$ cat src/rtl/btb_update_queue_pkg.sv
// Shared types for the BTB update path: the resolved-branch / BTB update record
// (same layout as ariane_pkg's branchpredict_t) and the queue sizing used at instantiation.
package btb_update_queue_pkg;

    localparam int unsigned VLEN          = 64;
    localparam int unsigned BTB_UPD_DEPTH = 8;
    localparam int unsigned BTB_UPD_PORTS = 2;

    typedef struct packed {
        logic            valid;
        logic [VLEN-1:0] pc;
        logic [VLEN-1:0] target_address;
        logic            is_mispredict;
        logic            is_taken;
        logic            is_lower_16;
        logic            clear;
    } branchpredict_t;

    // A resolution carries new information for the BTB only when it was wrong or invalidates an entry.
    function automatic logic bp_wants_update(input branchpredict_t bp);
        return bp.is_mispredict | bp.clear;
    endfunction

endpackage

$ cat src/rtl/btb_update_queue_compact.sv
// Prefix-sum over per-port eligibility: assigns consecutive slot offsets in port order
// and accepts only as many ports as there are free slots this cycle.
module btb_update_compact #(
    parameter int unsigned NR_PORTS = 2,
    parameter int unsigned PW       = 3,
    parameter int unsigned CW       = 4
) (
    input  logic [NR_PORTS-1:0]         eligible,
    input  logic [CW-1:0]               free,
    output logic [NR_PORTS-1:0]         accept,
    output logic [NR_PORTS-1:0][PW-1:0] offset,
    output logic [CW-1:0]               accepted,
    output logic [CW-1:0]               dropped
);

    logic [CW-1:0] run_s;

    // Walk ports oldest-first; lower ports win the remaining slots.
    always_comb begin
        run_s    = '0;
        accept   = '0;
        offset   = '0;
        dropped  = '0;
        accepted = '0;
        for (int p = 0; p < NR_PORTS; p++) begin
            offset[p] = run_s[PW-1:0];
            if (eligible[p] && (run_s < free)) begin
                accept[p] = 1'b1;
                run_s     = run_s + CW'(1);
            end else if (eligible[p]) begin
                dropped = dropped + CW'(1);
            end else begin
                accept[p] = 1'b0;
            end
        end
        accepted = run_s;
    end

endmodule

$ cat src/rtl/btb_update_queue.sv
// Circular queue between the branch units and the single BTB update port; drains one entry per cycle.
// Optional build macro BTB_UPDATE_FILTER_EN: only mispredicted or clearing resolutions are queued.
module btb_update_queue
    import btb_update_queue_pkg::*;
#(
    parameter int unsigned DEPTH      = BTB_UPD_DEPTH,
    parameter int unsigned NR_PORTS   = BTB_UPD_PORTS,
    parameter int unsigned DROP_CNT_W = 16
) (
    input  logic                               clk_i,
    input  logic                               rst_ni,
    input  logic                               flush_i,
    input  branchpredict_t [NR_PORTS-1:0]      resolved_branch_i,
    output branchpredict_t                     branch_predict_o,
    output logic [$clog2(DEPTH):0]             count_o,
    output logic                               full_o,
    output logic                               empty_o,
    output logic [DROP_CNT_W-1:0]              drop_cnt_o
);

    localparam int unsigned PW = $clog2(DEPTH);
    localparam int unsigned CW = PW + 1;
    localparam int unsigned SW = DROP_CNT_W + CW;

    branchpredict_t                 mem_r [DEPTH];
    logic [PW-1:0]                  rd_ptr_r;
    logic [PW-1:0]                  wr_ptr_r;
    logic [CW-1:0]                  count_r;
    logic [DROP_CNT_W-1:0]          drop_cnt_r;

    logic                           pop_s;
    logic [CW-1:0]                  free_s;
    logic [NR_PORTS-1:0]            eligible_s;
    logic [NR_PORTS-1:0]            accept_s;
    logic [NR_PORTS-1:0][PW-1:0]    offset_s;
    logic [CW-1:0]                  accepted_s;
    logic [CW-1:0]                  dropped_s;
    logic [PW-1:0]                  wr_idx_s [NR_PORTS];
    logic [SW-1:0]                  drop_sum_s;
    logic [DROP_CNT_W-1:0]          drop_cnt_next_s;

    // The BTB never stalls, so any occupied head is consumed this cycle.
    assign pop_s  = (count_r != '0);
    assign free_s = CW'(DEPTH) - count_r + CW'(pop_s);

    // Port eligibility; a flush discards inputs before they can be counted as drops.
    always_comb begin
        eligible_s = '0;
        for (int p = 0; p < NR_PORTS; p++) begin
`ifdef BTB_UPDATE_FILTER_EN
            eligible_s[p] = resolved_branch_i[p].valid & bp_wants_update(resolved_branch_i[p]) & ~flush_i;
`else
            eligible_s[p] = resolved_branch_i[p].valid & ~flush_i;
`endif
        end
    end

    btb_update_compact #(
        .NR_PORTS (NR_PORTS),
        .PW       (PW),
        .CW       (CW)
    ) i_compact (
        .eligible (eligible_s),
        .free     (free_s),
        .accept   (accept_s),
        .offset   (offset_s),
        .accepted (accepted_s),
        .dropped  (dropped_s)
    );

    // Slot addresses for the compacted ports.
    always_comb begin
        for (int p = 0; p < NR_PORTS; p++) begin
            wr_idx_s[p] = wr_ptr_r + offset_s[p];
        end
    end

    // Saturating drop counter next value.
    always_comb begin
        drop_sum_s = SW'(drop_cnt_r) + SW'(dropped_s);
        if (drop_sum_s > SW'({DROP_CNT_W{1'b1}})) begin
            drop_cnt_next_s = {DROP_CNT_W{1'b1}};
        end else begin
            drop_cnt_next_s = drop_sum_s[DROP_CNT_W-1:0];
        end
    end

    // Entry storage; deliberately not reset.
    always_ff @(posedge clk_i) begin
        for (int p = 0; p < NR_PORTS; p++) begin
            if (accept_s[p]) begin
                mem_r[wr_idx_s[p]] <= resolved_branch_i[p];
            end
        end
    end

    // Pointers, occupancy and drop statistics.
    always_ff @(posedge clk_i or negedge rst_ni) begin
        if (!rst_ni) begin
            rd_ptr_r   <= '0;
            wr_ptr_r   <= '0;
            count_r    <= '0;
            drop_cnt_r <= '0;
        end else if (flush_i) begin
            rd_ptr_r   <= '0;
            wr_ptr_r   <= '0;
            count_r    <= '0;
        end else begin
            rd_ptr_r   <= rd_ptr_r + PW'(pop_s);
            wr_ptr_r   <= wr_ptr_r + accepted_s[PW-1:0];
            count_r    <= count_r + accepted_s - CW'(pop_s);
            drop_cnt_r <= drop_cnt_next_s;
        end
    end

    // Head presentation; an empty queue shows an all-zero record.
    always_comb begin
        branch_predict_o = '0;
        if (pop_s) begin
            branch_predict_o       = mem_r[rd_ptr_r];
            branch_predict_o.valid = 1'b1;
        end else begin
            branch_predict_o = '0;
        end
    end

    assign count_o    = count_r;
    assign full_o     = (count_r == CW'(DEPTH));
    assign empty_o    = (count_r == '0);
    assign drop_cnt_o = drop_cnt_r;

endmodule

$ cat config.mk
export PLATFORM = sky130hd
export DESIGN_NAME = btb_update_queue
export DESIGN_NICKNAME = d
export VERILOG_FILES = /design/src/rtl/btb_update_queue_pkg.sv /design/src/rtl/btb_update_queue_compact.sv /design/src/rtl/btb_update_queue.sv
export SDC_FILE = /design/constraint.sdc
export NUM_CORES = 1
export LEC_CHECK = 0
export ABC_CLOCK_PERIOD_IN_PS = 14500
export BUFFER_PORTS_ARGS = -buffer_cell sky130_fd_sc_hd__buf_2
export CORE_MARGIN = 5
export CORE_UTILIZATION = 45
export CTS_BUF_LIST = sky130_fd_sc_hd__clkbuf_16
export DETAILED_ROUTE_END_ITERATION = 12
export GPL_ROUTABILITY_DRIVEN = 0
export PLACE_DENSITY = 0.62
export SYNTH_ARGS = -nofsm -noshare
export SYNTH_HDL_FRONTEND = slang
export SYNTH_SLANG_ARGS = --single-unit
$ cat constraint.sdc
create_clock -name clk_i -period 14.5 [get_ports clk_i]
set_clock_uncertainty 0.2 [all_clocks]
set_input_delay 0.725 -clock clk_i [delete_from_list [all_inputs] [get_ports clk_i]]
set_output_delay 0.725 -clock clk_i [all_outputs]
set_load 0.02 [all_outputs]
==> reports/qor.yml, run 1 <==
maxCapViolCount: 0
grt_pass1_vias: 33280
crit_arrival_ns: 5.52
worstSetupStartpointType: "register"
vdd_drop_max_mv: 0.1177
clkLatencyLatePin_ns: 0.70
required_ns: 13.57
cts_buffers: 116
period_needed_ns: 6.440
avgSynthCellArea_um2: 18.03
fin_crit_sh_pct: 44.41
area_growth_pct: 13.05
fin_tns_setup_ns: 0
coreArea_mm2: 0.1214
syn_nets: 3325
drtPass1Iterations: 5
worstMarginPinSlew_ns: 1.153
clk_path_buf_depth: 3
routed_wl_um: 150500
regToRegSetupSlack_ns: 8.12
drt_iter0_markers: 2333
ctsHtreeMaxLevel: 3
rows: 128
grt_antenna_before_repair: 67
hold_slack_ns: 0.2068
vias: 30230
fp.dieH_um: 358.8
ys_seq_area_share_pct: 59.10
cts_tree: "yes"
hp-class: "in2reg"
synth_ff_type: "edfxtp_1"
io_pins: 424
slew_violations: 0
postPlaceCellArea_mm2: 0.05819
status: "finished, final reports clean"
hold_violations: 0
drt-vias-per-instance: 5.838
synthTopCellsByArea: "edfxtp_1 (58%), mux2_2 (14%), mux4_2 (11%)"
slew_headroom_pct: 23.15
setup_viol: 0
leakage_nw: 20.82
cts_resized: 0
hpwl_um: 85860
synth_top_cell_area_share_pct: 57.91
syn_area_mm2: 0.05475
rsz0062_at_grt: "false"
cts_sinks: 1082
end_kind: "primary output"
grt_overflow: 0
start_util_pct: 45.10
cts_setup_buffers: 0
grt_start_max_net_pins: 102
numPortBuffers: 423
nets: 3712
power_density_mw_per_mm2: 170.4
postSynth.asyncResetShare_pct: 2.403
path_max_fanout: 43
ys_types: 44
ys_ff_latch: 1082
path_class: "reg2out"
grt_pass1_wl_um: 222900
cts_root_buf: "clkbuf_16"
postCtsHoldBufs: 1
drtAntennaViolNets: 0
die_width_um: 358.8
grtUsageTotal_pct: 22.98
drc_errors: 0
final_area_mm2: 0.06190
clk_pin_slew_ns: 0.06
yosys.area.top_type: "edfxtp_1"
wl_per_cell_um: 29.06
synthCells: 3036
dieArea_mm2: 0.1288
fmax_mhz: 155.3
synth_edf_count: 1056
yosys_warnings: 0
drive_gt1_share_pct: 48.39
-- cells in the mapped netlist (3+ instances only) --
cell         n
edfxtp_1  1056
mux2_2     702
mux2_1     273
mux4_2     264
nor2_1     145
mux2i_1    135
buf_2       93
mux2_4      81
clkbuf_1    48
buf_6       45
dfrtp_1     26
ha_1        17
nand2_1     17
inv_1       16
xnor2_1     15
buf_1       14
nor2b_1      9
buf_4        8
and3_1       6
nand3_1      6
nand3b_1     6
and2_1       5
a21oi_1      4
nand4_1      4
nor4_1       4
o21ai_0      4
o21bai_1     4
fa_1         3
nor3_1       3
xor2_1       3
-- cell usage in the layout, fill, tap and decap left out, drive strengths merged, types with 4 or more instances in the layout --
| cell type | n |
|---|---|
| bufinv | 7 |
| clkinv | 56 |
| nand3b | 6 |
| ha | 17 |
| mux2i | 135 |
| xnor2 | 15 |
| nand3 | 7 |
| o21ai | 4 |
| and2 | 5 |
| inv | 46 |
| diode | 35 |
| nor2b | 10 |
| nand4 | 4 |
| dfrtp | 26 |
| edfxtp | 1056 |
| a21oi | 4 |
| nor4 | 4 |
| and3 | 6 |
| nand2 | 17 |
| o21bai | 4 |
| mux2 | 1056 |
| buf | 478 |
| clkbuf | 120 |
| nor2 | 145 |
| mux4 | 264 |
-- worst max-delay path, stage by stage (launching register included) --
cell and delay (ns):
dfrtp_4 1.02, buf_4 0.74, buf_4 0.78, buf_4 0.87, mux4_2 0.61, mux2i_1 0.36
nor2_1 0.07, buf_2 0.20
-- final timing paths --
check                                 startpoint                    to  cells past startpoint
max                                  rd_ptr_r[0]  branch_predict_o[47]                      7
min                        resolved_branch_i[80]          mem_r[6][80]                      2
max reg2reg                           count_o[3]          mem_r[4][69]                     15
min reg2reg                        drop_cnt_o[0]         drop_cnt_o[0]                      2
max in group asynchronous                 rst_ni           rd_ptr_r[1]                      2
min in group asynchronous                 rst_ni        drop_cnt_o[10]                      2
-- per-layer routing --
metal / global-route usage (%) / routed length [um] / vias to the layer above
li1: - / - / 13110
met4: 5.329 / 3385 / 36
met2: 41.58 / 79020 / 846
met3: 5.145 / 9798 / 247
met1: 28.09 / 58030 / 16000
met5: 0 / 249 / -
-- report_power, final --
group          switching (mW)  internal [mW]  total (mW)
logic                    2.18           1.50        3.68
clock network            1.23           1.61        2.84
registers               0.154           3.88        4.03
-- layout make-up --
type / instances / area, um^2
diodes: 35 / 87.58
inverters: 16 / 60.06
clock buffers: 120 / 3003
fillers: 10190 / 59500
flip-flops and latches: 1082 / 32370
well taps: 1625 / 2033
repair buffers: 479 / 2565
clock inverters: 94 / 608.1
multi-input cells: 1728 / 21170
-- through the flow --
step           utilization (%)  worst slack (ns)  cells  power [mW]
6_report                 50.99             8.060   5179       10.55
5_1_grt                  50.93             7.520   5152       11.03
4_1_cts                  50.92             7.784   5144       10.70
3_5_place_dp             47.93             8.048   4929       7.860
3_3_place_gp             47.93             8.087   4929       7.800
2_1_floorplan                -             2.679   3036       6.622
-- sequential cells by signal (all words and copies together), names as in the netlist --
signal and flops:
count_o 4, mem_r 1056, rd_ptr_r 3, drop_cnt_o 16, wr_ptr_r 3
-- cell families (layout without fill, tap and decap cells) --
family          count (synthesis)  count (layout)  share of synthesized area, %
fa+ha+maj                      20              20                        0.4982
buf+inv                       226             709                         2.475
compound gates                 20              20                        0.2811
other cells                     0              35                             0
mux                          1455            1455                         35.60
xor+xnor                       18              18                        0.2879
simple gates                  215             215                         1.755
flops                        1082            1082                         59.10
Power figures use the tool's default switching activity.
==> run 2, diff against run 1 <==
--- a/config.mk
+++ b/config.mk
@@ -5,7 +5,7 @@
 export SDC_FILE = /design/constraint.sdc
 export NUM_CORES = 1
 export LEC_CHECK = 0
-export ABC_CLOCK_PERIOD_IN_PS = 14500
+export ABC_CLOCK_PERIOD_IN_PS = 5200
 export BUFFER_PORTS_ARGS = -buffer_cell sky130_fd_sc_hd__buf_2
 export CORE_MARGIN = 5
 export CORE_UTILIZATION = 45
==> constraint.sdc (replaced) <==
create_clock -name clk_i -period 5.2 [get_ports clk_i]
set_clock_uncertainty 0.2 [all_clocks]
set_input_delay 0.26 -clock clk_i [delete_from_list [all_inputs] [get_ports clk_i]]
set_output_delay 0.26 -clock clk_i [all_outputs]
set_load 0.02 [all_outputs]
==> reports/qor.yml, run 2 (same netlist as run 1, synthesis figures left out) <==
status: "finished, final reports clean"  # unchanged
period_needed_ns: 4.960
finalNonFillerCells: 5586  # was 5179
final_cell_mix: "edfxtp_1 (1056), mux2_2 (702), buf_2 (423)"  # unchanged
largest_reg_flops: 1056  # unchanged
dieArea_mm2: 0.1288  # unchanged
path_class: "reg2reg"  # was reg2out
grtUsageTotal_pct: 23.60  # was 22.98%
rr_worst_depth: 14  # was 15
drtPass1Iterations: 5  # unchanged
multiInputGateArea_mm2: 0.02122  # was 0.02117 mm^2
cts_setup_buffers: 0  # unchanged
r2r_start: "count_o[1]"  # was count_o[3]
r2r_end: "mem_r[1][33]"  # was mem_r[4][69]
maxCapViolCount: 0  # unchanged
rows: 128  # unchanged
leakage_nw: 22.78  # was 20.82 nW
grt_overflow: 0  # unchanged
start_util_pct: 45.10  # unchanged
cts_tree: "yes"  # unchanged
clk_path_buf_depth: 3  # unchanged
grt_pass1_wl_um: 230400  # was 222900 um
setup_viol: 0  # unchanged
io_pins: 424  # unchanged
power_density_mw_per_mm2: 448.5  # was 170.4 mW/mm^2
routed_wl_um: 155000  # was 150500 um
fp.dieH_um: 358.8  # unchanged
cts_sinks: 1082  # unchanged
drc_errors: 0  # unchanged
crit_arrival_ns: 5.20  # was 5.52 ns
ctsHtreeMaxLevel: 3  # unchanged
coreArea_mm2: 0.1214  # unchanged
worstMarginPinSlew_ns: 1.066  # was 1.153 ns
drive_gt1_share_pct: 44.21  # was 48.39%
numPortBuffers: 423  # unchanged
grt_start_max_net_pins: 78  # was 102
worstSetupStartpointType: "register"  # unchanged
fmax_mhz: 201.6
grt_pass1_vias: 35660  # was 33.28k
die_width_um: 358.8  # unchanged
hold_violations: 0  # unchanged
final_common_cell: "edfxtp_1"  # unchanged
slew_violations: 0  # unchanged
cts_root_buf: "clkbuf_16"  # unchanged
hpwl_um: 87310  # was 85860 um
slew_headroom_pct: 28.67  # was 23.15%
seq_area_mm2: 0.03238  # was 0.03237 mm^2
whs_endpoint: "mem_r[5][119]"  # was mem_r[6][80]
end_kind: "register"  # was primary output
nets: 4139  # was 3712
clk_pin_slew_ns: 0.06  # about the same
clkLatencyLatePin_ns: 0.70  # about the same
drt_iter0_markers: 2633  # was 2333
hp-class: "in2reg"  # unchanged
required_ns: 5.44  # was 13.57 ns
fin_crit_sh_pct: 95.38
holdCritStartpoint: "resolved_branch_i[132]"  # was resolved_branch_i[80]
drtAntennaViolNets: 0  # unchanged
cts_buffers: 117  # was 116
path_max_fanout: 65  # was 43
area_growth_pct: 21.80  # was 13.05%
vdd_drop_max_mv: 0.3381  # was 0.1177 mV
drt-vias-per-instance: 5.767  # was 5.838
grt_antenna_before_repair: 20  # was 67
hold_depth: 4  # was 2
rsz0062_at_grt: "false"  # unchanged
vias: 32220  # was 30.23k
placed_cells: 4956  # was 4929
fillers: 9732  # was 10.19k
post-route-util_pct: 54.93  # was 50.99%
regToRegSetupSlack_ns: 0.24  # was 8.12 ns
wl_per_cell_um: 27.75  # was 29.06 um
==> run 2: cell types whose count changed in the layout (fill, tap and decap cells not counted), sizes merged <==
cell         change
dlygate4sd3    +398
diode           -23
buf             +28
bufinv           -3
inv              +1
clkbuf           -3
clkinv           +9
==> run 2: area by class of cell <==
| cell class | count | share of cell area (%) |
|---|---|---|
| inverter | 16 | 0.09006 |
| multi-input combinational | 1728 | 31.82 |
| tap | 1625 | 3.049 |
| timing repair buffer | 905 | 11.13 |
| antenna | 12 | 0.04503 |
| clock buffer | 117 | 4.390 |
| sequential | 1082 | 48.55 |
| clock inverter | 101 | 0.9250 |
==> run 2: per-stage QoR <==
stage	instance area [um^2]	TNS [ns]	hold slack, ns	power [mW]	setup slack, ns
2_1_floorplan	54840	-395.65	-0.2356	18.39	-1.155
3_3_place_gp	59090	0	0.08479	22.01	0.8111
3_5_place_dp	59090	0	0.09965	22.18	0.7167
4_1_cts	66650	0	0.1731	30.27	0.2029
5_1_grt	66680	0	0.2033	31.23	0.06944
6_report	66690	0	0.2253	29.91	0.2400
==> run 2: per-layer routing <==
layer / track usage, % / part of all wire, %
met5: 0 / 0.071
met4: 6.624 / 2.8
met3: 3.550 / 4.9
met2: 41.98 / 52
met1: 30.16 / 40
==> run 2: report_power, final <==
part	switching [mW]	leakage (nW)	internal [mW]	total [mW]
logic	6.23	11.0	4.65	10.9
clock network	3.46	1.86	4.27	7.74
registers	0.492	9.91	10.8	11.3
==> run 2: how the worst max path moves through the flow <==
stage / start / end / slack (ns) / cells past startpoint
CTS: count_o[1] / mem_r[2][56] / 0.20 / 15
floorplan: count_o[3] / mem_r[0][0] / -1.16 / 8
global placement: count_o[3] / mem_r[1][59] / 0.81 / 14
global route: count_o[1] / mem_r[5][110] / 0.07 / 14
finish: count_o[1] / mem_r[1][33] / 0.24 / 14
detailed placement: count_o[1] / mem_r[1][63] / 0.72 / 13
==> run 2: worst max-delay path, cell delays in order, from the launching register on <==
cell,delay [ns]
dfrtp_2,0.46
nor2_1,0.19
and2_4,0.18
ha_4,0.15
xnor2_4,0.13
nand4_1,0.23
nand2_4,0.30
inv_1,0.11
ha_1,0.19
ha_1,0.33
and3b_1,0.28
and3_4,0.40
buf_12,0.47
mux2_2,0.40
dlygate4sd3_1,0.57
==> run 2: timing repair <==
action / 4_1_cts / 5_1_grt
endpoints found under the setup margin: 0 / 11
resized for setup: 0 / 1
hold endpoints to repair: 1095 / 0
hold buffers: 400 / 0
==> run 3, diff against run 2 <==
--- a/config.mk
+++ b/config.mk
@@ -6,13 +6,13 @@
 export NUM_CORES = 1
 export LEC_CHECK = 0
 export ABC_CLOCK_PERIOD_IN_PS = 5200
-export BUFFER_PORTS_ARGS = -buffer_cell sky130_fd_sc_hd__buf_2
-export CORE_MARGIN = 5
+export CORE_MARGIN = 2
 export CORE_UTILIZATION = 45
 export CTS_BUF_LIST = sky130_fd_sc_hd__clkbuf_16
 export DETAILED_ROUTE_END_ITERATION = 12
+export DONT_BUFFER_PORTS = 1
 export GPL_ROUTABILITY_DRIVEN = 0
-export PLACE_DENSITY = 0.62
+export PLACE_DENSITY = 0.59
 export SYNTH_ARGS = -nofsm -noshare
 export SYNTH_HDL_FRONTEND = slang
 export SYNTH_SLANG_ARGS = --single-unit
==> reports/qor.yml, run 3 (same netlist as run 1, synthesis figures left out) <==
start_util_pct: 45.52  # was 45.10%
vdd_drop_max_mv: 0.5058  # was 0.3381 mV
fin_crit_sh_pct: 96.45  # was 95.38%
drtPass1Iterations: 7  # was 5
grt_pass1_vias: 34350  # was 35.66k
setup_viol: 0  # unchanged
io_pins: 424  # unchanged
grt_pass1_wl_um: 231200  # was 230400 um
hp-class: "in2reg"  # unchanged
path_max_fanout: 87  # was 65
coreArea_mm2: 0.1203  # was 0.1214 mm^2
power_density_mw_per_mm2: 452.2  # was 448.5 mW/mm^2
grt_start_max_net_pins: 88  # was 78
crit_start: "count_o[0]"  # was count_o[1]
cts_tree: "yes"  # unchanged
finalNonFillerCells: 5173  # was 5586
holdCritStartpoint: "resolved_branch_i[265]"  # was resolved_branch_i[132]
hpwl_um: 84590  # was 87310 um
status: "finished, final reports clean"  # unchanged
cts_buffers: 121  # was 117
grt-busiest-layer: "met2"  # unchanged
end_kind: "register"  # unchanged
largest_reg_flops: 1056  # unchanged
hold_violations: 0  # unchanged
post-route-util_pct: 53.98  # was 54.93%
worstSetupStartpointType: "register"  # unchanged
final_cell_mix: "edfxtp_1 (1056), mux2_2 (702), dlygate4sd3_1 (399)"  # was edfxtp_1 (1056), mux2_2 (702), buf_2 (423)
cts_setup_buffers: 0  # unchanged
nets: 3732  # was 4139
die_width_um: 352.8  # was 358.8 um
final_area_mm2: 0.06493  # was 0.06669 mm^2
hold_depth: 6  # was 4
placed_cells: 4531  # was 4956
clk_pin_slew_ns: 0.06  # about the same
maxCapViolCount: 0  # unchanged
drt_iter0_markers: 2445  # was 2633
numPortBuffers: 0  # was 423
postPlaceCellArea_mm2: 0.05714  # was 0.05909 mm^2
path_class: "reg2reg"  # unchanged
slew_violations: 0  # unchanged
cts_sinks: 1082  # unchanged
regToRegSetupSlack_ns: 0.18  # was 0.24 ns
wl_per_cell_um: 30.34  # was 27.75 um
drc_errors: 0  # unchanged
area_growth_pct: 18.59  # was 21.80%
drive_gt1_share_pct: 37.58  # was 44.21%
grt_use_met1_pct: 30.72  # was 30.16%
drt-vias-per-instance: 5.983  # was 5.767
vias: 30950  # was 32.22k
crit_arrival_ns: 5.27  # was 5.20 ns
grt_overflow: 0  # unchanged
worstMarginPinSlew_ns: 1.030  # was 1.066 ns
grtUsageTotal_pct: 25.03  # was 23.60%
ctsHtreeMaxLevel: 3  # unchanged
leakage_nw: 21.18  # was 22.78 nW
drtAntennaViolNets: 0  # unchanged
fp.dieH_um: 352.8  # was 358.8 um
rsz0062_at_grt: "false"  # unchanged
period_needed_ns: 5.016  # was 4.960 ns
use_met3_pct: 5.034  # was 3.550%
fmax_mhz: 199.4  # was 201.6 MHz
slew_headroom_pct: 31.31  # was 28.67%
rr_worst_depth: 14  # unchanged
use_met2_pct: 44.63  # was 41.98%
rows: 127  # was 128
whs_endpoint: "drop_cnt_o[0]"  # was mem_r[5][119]
required_ns: 5.45  # was 5.44 ns
routed_wl_um: 156900  # was 155000 um
r2r_start: "count_o[0]"  # was count_o[1]
clkLatencyLatePin_ns: 0.71  # was 0.70 ns
grt_antenna_before_repair: 18  # was 20
fillers: 9612  # was 9732
r2r_end: "mem_r[4][49]"  # was mem_r[1][33]
cts_root_buf: "clkbuf_16"  # unchanged
final_common_cell: "edfxtp_1"  # unchanged
clk_path_buf_depth: 3  # unchanged
dieArea_mm2: 0.1245  # was 0.1288 mm^2
-- run 3: worst max-delay path, cell delays in order, from the launching register on --
cell and delay (ns):
dfrtp_1 0.55, nor2_1 0.12, and2_4 0.18, ha_4 0.17, xnor2_4 0.16, nand4_1 0.26, nand2_4 0.30, inv_1 0.10
ha_1 0.19, ha_1 0.33, nor3b_2 0.30, and3_4 0.29, buf_16 0.50, mux2_2 0.41, dlygate4sd3_1 0.57
-- run 3: stage by stage --
step | hold slack (ns) | power [mW] | setup slack, ns | TNS (ns)
3_3_place_gp | -0.2350 | 20.99 | 0.7313 | 0
5_1_grt | 0.06515 | 30.56 | 0.03453 | 0
2_1_floorplan | -0.2356 | 18.39 | -1.155 | -395.65
4_1_cts | 0.02189 | 29.69 | 0.1142 | 0
3_5_place_dp | -0.2350 | 21.16 | 0.6516 | 0
6_report | 0.06991 | 29.36 | 0.1845 | 0
-- run 3: how the worst max path moves through the flow --
stage | to | slack [ns]
3_5_place_dp | mem_r[2][121] | 0.65
3_3_place_gp | mem_r[2][116] | 0.73
6_report | mem_r[4][49] | 0.18
4_1_cts | mem_r[2][63] | 0.11
5_1_grt | mem_r[4][49] | 0.03
2_1_floorplan | mem_r[0][0] | -1.16
-- run 3: final cells by class --
type / instances / area [um^2] / share of cell area, %
Timing Repair Buffer: 494 / 5515 / 8.494
Clock inverter: 90 / 573.1 / 0.8825
Inverter: 16 / 60.06 / 0.09249
Sequential cell: 1082 / 32380 / 49.86
Multi-Input combinational cell: 1728 / 21220 / 32.68
Clock buffer: 124 / 3103 / 4.779
Antenna cell: 27 / 67.56 / 0.1041
Tap cell: 1612 / 2017 / 3.106
-- run 3: routing by layer --
metal  vias up  part of all wire, %
met4        16                  2.3
met3       226                  6.2
met2       929                   52
li1      13150                    -
met1     16630                   39
met5         -                0.073
-- run 3: where the power goes --
group          internal [mW]  switching [mW]  leakage [nW]
combinational           4.04            5.97          9.36
clock                   4.60            3.46          1.91
sequential              10.8           0.499          9.91
total                   19.4            9.93          21.2
-- run 3: what timing repair did --
action	4_1_cts	5_1_grt
setup endpoints to repair	0	10
hold endpoints to repair	1113	0
hold buffers	401	0
resized for setup	0	2
